`config.mk`:
```
export PLATFORM = sky130hd
export DESIGN_NAME = elastic_pipe_reg
export DESIGN_NICKNAME = d
export VERILOG_FILES = /design/src/rtl/elastic_pipe_reg.sv
export SDC_FILE = /design/constraint.sdc
export NUM_CORES = 1
export LEC_CHECK = 0
export ABC_CLOCK_PERIOD_IN_PS = 8300
export BUFFER_PORTS_ARGS = -buffer_cell sky130_fd_sc_hd__buf_4
export CAP_MARGIN = 5
export CORE_UTILIZATION = 51
export CTS_CLUSTER_DIAMETER = 60
export DETAILED_ROUTE_END_ITERATION = 12
export HOLD_SLACK_MARGIN = 0.02
export MAX_ROUTING_LAYER = met4
export PLACE_DENSITY = 0.85
export SLEW_MARGIN = 25
export SYNTH_ARGS = -nofsm -noshare
export SYNTH_HDL_FRONTEND = slang
export SYNTH_SLANG_ARGS = --single-unit
export TNS_END_PERCENT = 10
```
`constraint.sdc`:
```
create_clock -name clk -period 8.3 [get_ports clk]
set_clock_uncertainty 0.05 [all_clocks]
set_input_delay 1.66 -clock clk [delete_from_list [all_inputs] [get_ports clk]]
set_output_delay 1.66 -clock clk [all_outputs]
set_load 0.02 [all_outputs]
```
`src/rtl/elastic_pipe_reg.sv`:
```
// Elastic pipeline stage: one-entry register or two-entry skid buffer with
// synchronous flush (with saturating discard counter) and synchronous reset.
//
// Handshake: an entry moves across a port only on a cycle where valid and
// ready are both high at the rising edge; valid never depends on ready.
module elastic_pipe_reg #(
  parameter int unsigned       DATA_W  = 16,
  parameter logic [DATA_W-1:0] NOP_VAL = '0,
  parameter bit                SKID_EN = 1'b1
) (
  input  logic              clk,
  input  logic              reset,
  input  logic              flush,
  input  logic              in_valid,
  output logic              in_ready,
  input  logic [DATA_W-1:0] in_data,
  output logic              out_valid,
  input  logic              out_ready,
  output logic [DATA_W-1:0] out_data,
  output logic [1:0]        occupancy,
  output logic [7:0]        flush_cnt
);

  // Encoding equals the held-entry count, so occupancy exposes the state directly.
  typedef enum logic [1:0] {
    ST_EMPTY = 2'd0,
    ST_ONE   = 2'd1,
    ST_FULL  = 2'd2
  } state_t;

  state_t            state_q, state_d;
  logic [DATA_W-1:0] main_q, main_d;
  logic [DATA_W-1:0] skid_q, skid_d;
  logic [7:0]        flush_cnt_q, flush_cnt_d;
  logic [8:0]        flush_sum;
  logic [1:0]        discard;
  logic              accept;
  logic              consume;

  assign accept    = in_valid & in_ready;
  assign consume   = out_valid & out_ready;
  assign out_valid = (state_q != ST_EMPTY);
  assign out_data  = out_valid ? main_q : NOP_VAL;
  assign occupancy = state_q;
  assign flush_cnt = flush_cnt_q;

  generate
    if (SKID_EN) begin : g_skid_ready
      logic rdy_q;
      always_ff @(posedge clk) begin
        if (reset) rdy_q <= 1'b1;
        else       rdy_q <= (state_d != ST_FULL);
      end
      // Reset gating keeps entries out while reset is held; out_ready never reaches here.
      assign in_ready = rdy_q & ~reset;
    end else begin : g_pass_ready
      assign in_ready = (~out_valid | out_ready) & ~reset;
    end
  endgenerate

  // Entries consumed on the flush cycle left normally and are not discards.
  assign discard     = flush ? (occupancy - {1'b0, consume}) : 2'd0;
  assign flush_sum   = {1'b0, flush_cnt_q} + {7'd0, discard};
  assign flush_cnt_d = flush_sum[8] ? 8'hFF : flush_sum[7:0];

  always_comb begin
    state_d = state_q;
    main_d  = main_q;
    skid_d  = skid_q;
    if (flush) begin
      state_d = ST_EMPTY;
      skid_d  = NOP_VAL;
    end else begin
      case (state_q)
        ST_EMPTY: begin
          if (accept) begin
            state_d = ST_ONE;
            main_d  = in_data;
          end
        end
        ST_ONE: begin
          if (accept && consume) begin
            main_d = in_data;
          end else if (accept) begin
            state_d = ST_FULL;
            skid_d  = in_data;
          end else if (consume) begin
            state_d = ST_EMPTY;
          end
        end
        ST_FULL: begin
          if (consume) begin
            state_d = ST_ONE;
            main_d  = skid_q;
            skid_d  = NOP_VAL;
          end
        end
        default: state_d = ST_EMPTY;
      endcase
    end
  end

  always_ff @(posedge clk) begin
    if (reset) begin
      state_q     <= ST_EMPTY;
      main_q      <= NOP_VAL;
      skid_q      <= NOP_VAL;
      flush_cnt_q <= 8'd0;
    end else begin
      state_q     <= state_d;
      main_q      <= main_d;
      skid_q      <= skid_d;
      flush_cnt_q <= flush_cnt_d;
    end
  end

endmodule
```
==> results.ini <==
[status]
status = finished, final reports clean

[die]
num_rows = 24
initial_utilization_pct = 53.3
coreArea_um2 = 4350
die_w_um = 69.5
die_h_um = 69.5
dieArea_um2 = 4830
io_pins = 49

[layout]
fillerInstances = 367
multi_input_area_um2 = 1280
final_cell_mix = 51 x buf_4, 43 x dfxtp_1, 22 x a21oi_1
layout_commonest_cell = buf_4
utilization_pct = 62.1
area_growth_pct = 16.4
drive_gt1_share_pct = 26.7
seq_area_um2 = 861
final_cell_count_no_fill = 329
num_antenna_cells = 0
final_net_count = 304

[detailed_routing]
drc = 0
final_antenna_net_count = 0
via_per_inst = 6.17
dr.pass1.iters = 4
num_vias = 2031
drt-total-wl_mm = 5.48
avgRoutedWirePerCell_um = 16.7
drt_iter0_drc = 172

[setup_path]
critical-path-slowest-cell = buf_4
critPathMaxStageDelay_ns = 0.34
crit_path_cell_trace = buf_4, nor2b_1, buf_4
crit_type = in2out
arrival_ns = 2.25
cp_common_cell = buf_4
crit_buf_inv = 2
crit_family = buffers and inverters
start_kind = primary input
path_max_fanout = 29
end_kind = output pin
required_ns = 6.59

[sta]
tns_ns = 0
rsz0062_at_grt = no
min_period_over_period_pct = 47.7
whs_ns = 0.443
slew_headroom_pct = 45.6
setup_viol = 0
min_period_ns = 3.96
finalHoldViolations = 0
slew_viol_final = 0
worst_pin_slew_ns = 0.811
timing.fmax_ghz = 0.253

[clock_network]
cts.clk_slew.worst_paths_ns = 0.07
cts_tree = yes
max-clock-path-buffers = 2
cts_sinks = 43
cts_setup_buffers = 0
cts_made_buffers = 5
cts_resized = 0
htreeDepth = 2
cts_hold_buf = 0
cts_root_buf = clkbuf_8
clk_latency_ns = 0.29

[synth]
synth-edff-count = 0
ys_types = 40
async_reset_ff_share_pct = 0
yosysWarnings = 0
ys_ff_latch = 43
synthFlopType = dfxtp_1
yosysSeqAreaShare_pct = 37.1
synthCells = 246
yosysTopAreaCellShare_pct = 37.1
ys_top_cells_by_area = dfxtp_1 37%, mux2i_1 6.9%, a311oi_1 6.0%
avgSynthCellArea_um2 = 9.44
synth_area_um2 = 2320
synth_top_area_cell = dfxtp_1
synth_fp_nets = 272

[global_routing]
antenna_found_initial = 0
track_usage_pct = 23.7
grt_pass1_wl_mm = 9.07
grt_max_degree = 34
grt_pass1_vias = 1948
grt_overflow = 0

[pwr]
power_density_nw_per_um2 = 141
p_leak_nw = 1.06
vdd_drop_max_v = 0.0000963
power.total_w = 0.000382

[job]
max_cap_violations = 0

[min_path]
hp-class = reg2reg

[placed_design]
portBuffers = 48
gp_congestion = 0.804
dp.cells = 322
hpwl_mm = 3.58

[worst min-delay path: stages (launching register included)]
cell and delay, ns:
dfxtp_1 0.31, o211ai_1 0.07, a21oi_1 0.06
[final cells by class]
| type | count | area share [%] |
|---|---|---|
| clock buffer | 6 | 2.69 |
| inverter | 8 | 1.11 |
| multi-input combinational | 168 | 47.2 |
| sequential | 43 | 31.9 |
| tap | 52 | 2.41 |
| timing repair buffer | 52 | 14.7 |
[sequential cells by signal, summed over array words and instances (netlist names)]
| register | flops |
|---|---|
| skid_q | 16 |
| flush_cnt | 8 |
| occupancy | 2 |
| main_q | 16 |
| g_skid_ready.rdy_q | 1 |
[metal layers]
layer / up-vias / track usage, % / part of all wire, %
li1: 992 / - / -
met1: 974 / 29.2 / 45
met2: 56 / 38.3 / 49
met3: 9 / 5.67 / 4.5
met4: 0 / 7.48 / 1.3
met5: - / - / 0
[cell families (layout without fill, tap and decap cells)]
logic type                 Yosys count  after routing  share of synthesized area, %
xor gates and xnor gates             1              1                         0.377
muxes                               17             17                          7.38
adders and majority gates            5              5                          3.02
and+or+nand+nor                     64             64                          16.9
buffers and inverters               35             66                          8.46
DFF                                 43             43                          37.1
AOI/OAI and AO/OA                   81             81                          26.8
[path summary, 6_finish.rpt]
kind,cells after the start,to,startpoint,slack (ns)
max reg2reg,11,flush_cnt[7]$_SDFF_PP0_,occupancy[1]$_SDFF_PP0_,5.31
max,3,in_ready,reset,4.34
min reg2reg,2,skid_q[7]$_SDFFE_PP0P_,skid_q[7]$_SDFFE_PP0P_,0.44
min,2,skid_q[7]$_SDFFE_PP0P_,skid_q[7]$_SDFFE_PP0P_,0.44
[stage by stage]
stage,instance area (um^2),setup WS [ns]
finish,2700,4.34
global route,2700,4.33
CTS,2690,4.34
detailed placement,2610,4.35
global placement,2610,4.35
floorplan,2320,4.47
[cell usage after synthesis (all sizes together), types with 2 or more instances]
| master | n |
|---|---|
| a211oi | 18 |
| a21oi | 22 |
| a311oi | 16 |
| a31oi | 3 |
| and2 | 2 |
| and3 | 2 |
| buf | 20 |
| clkbuf | 7 |
| dfxtp | 43 |
| ha | 4 |
| inv | 7 |
| mux2i | 16 |
| nand2 | 4 |
| nand2b | 2 |
| nand3 | 19 |
| nand3b | 2 |
| nor2 | 3 |
| nor2b | 18 |
| nor3 | 2 |
| nor4bb | 2 |
| o211ai | 17 |
| o21ai | 3 |
| or3 | 3 |
[where the power goes]
group | internal (W) | switching [W]
registers | 0.000211 | 0.00000283
logic | 0.0000189 | 0.0000252
clock network | 0.0000562 | 0.0000683
Power figures use the tool's default switching activity.
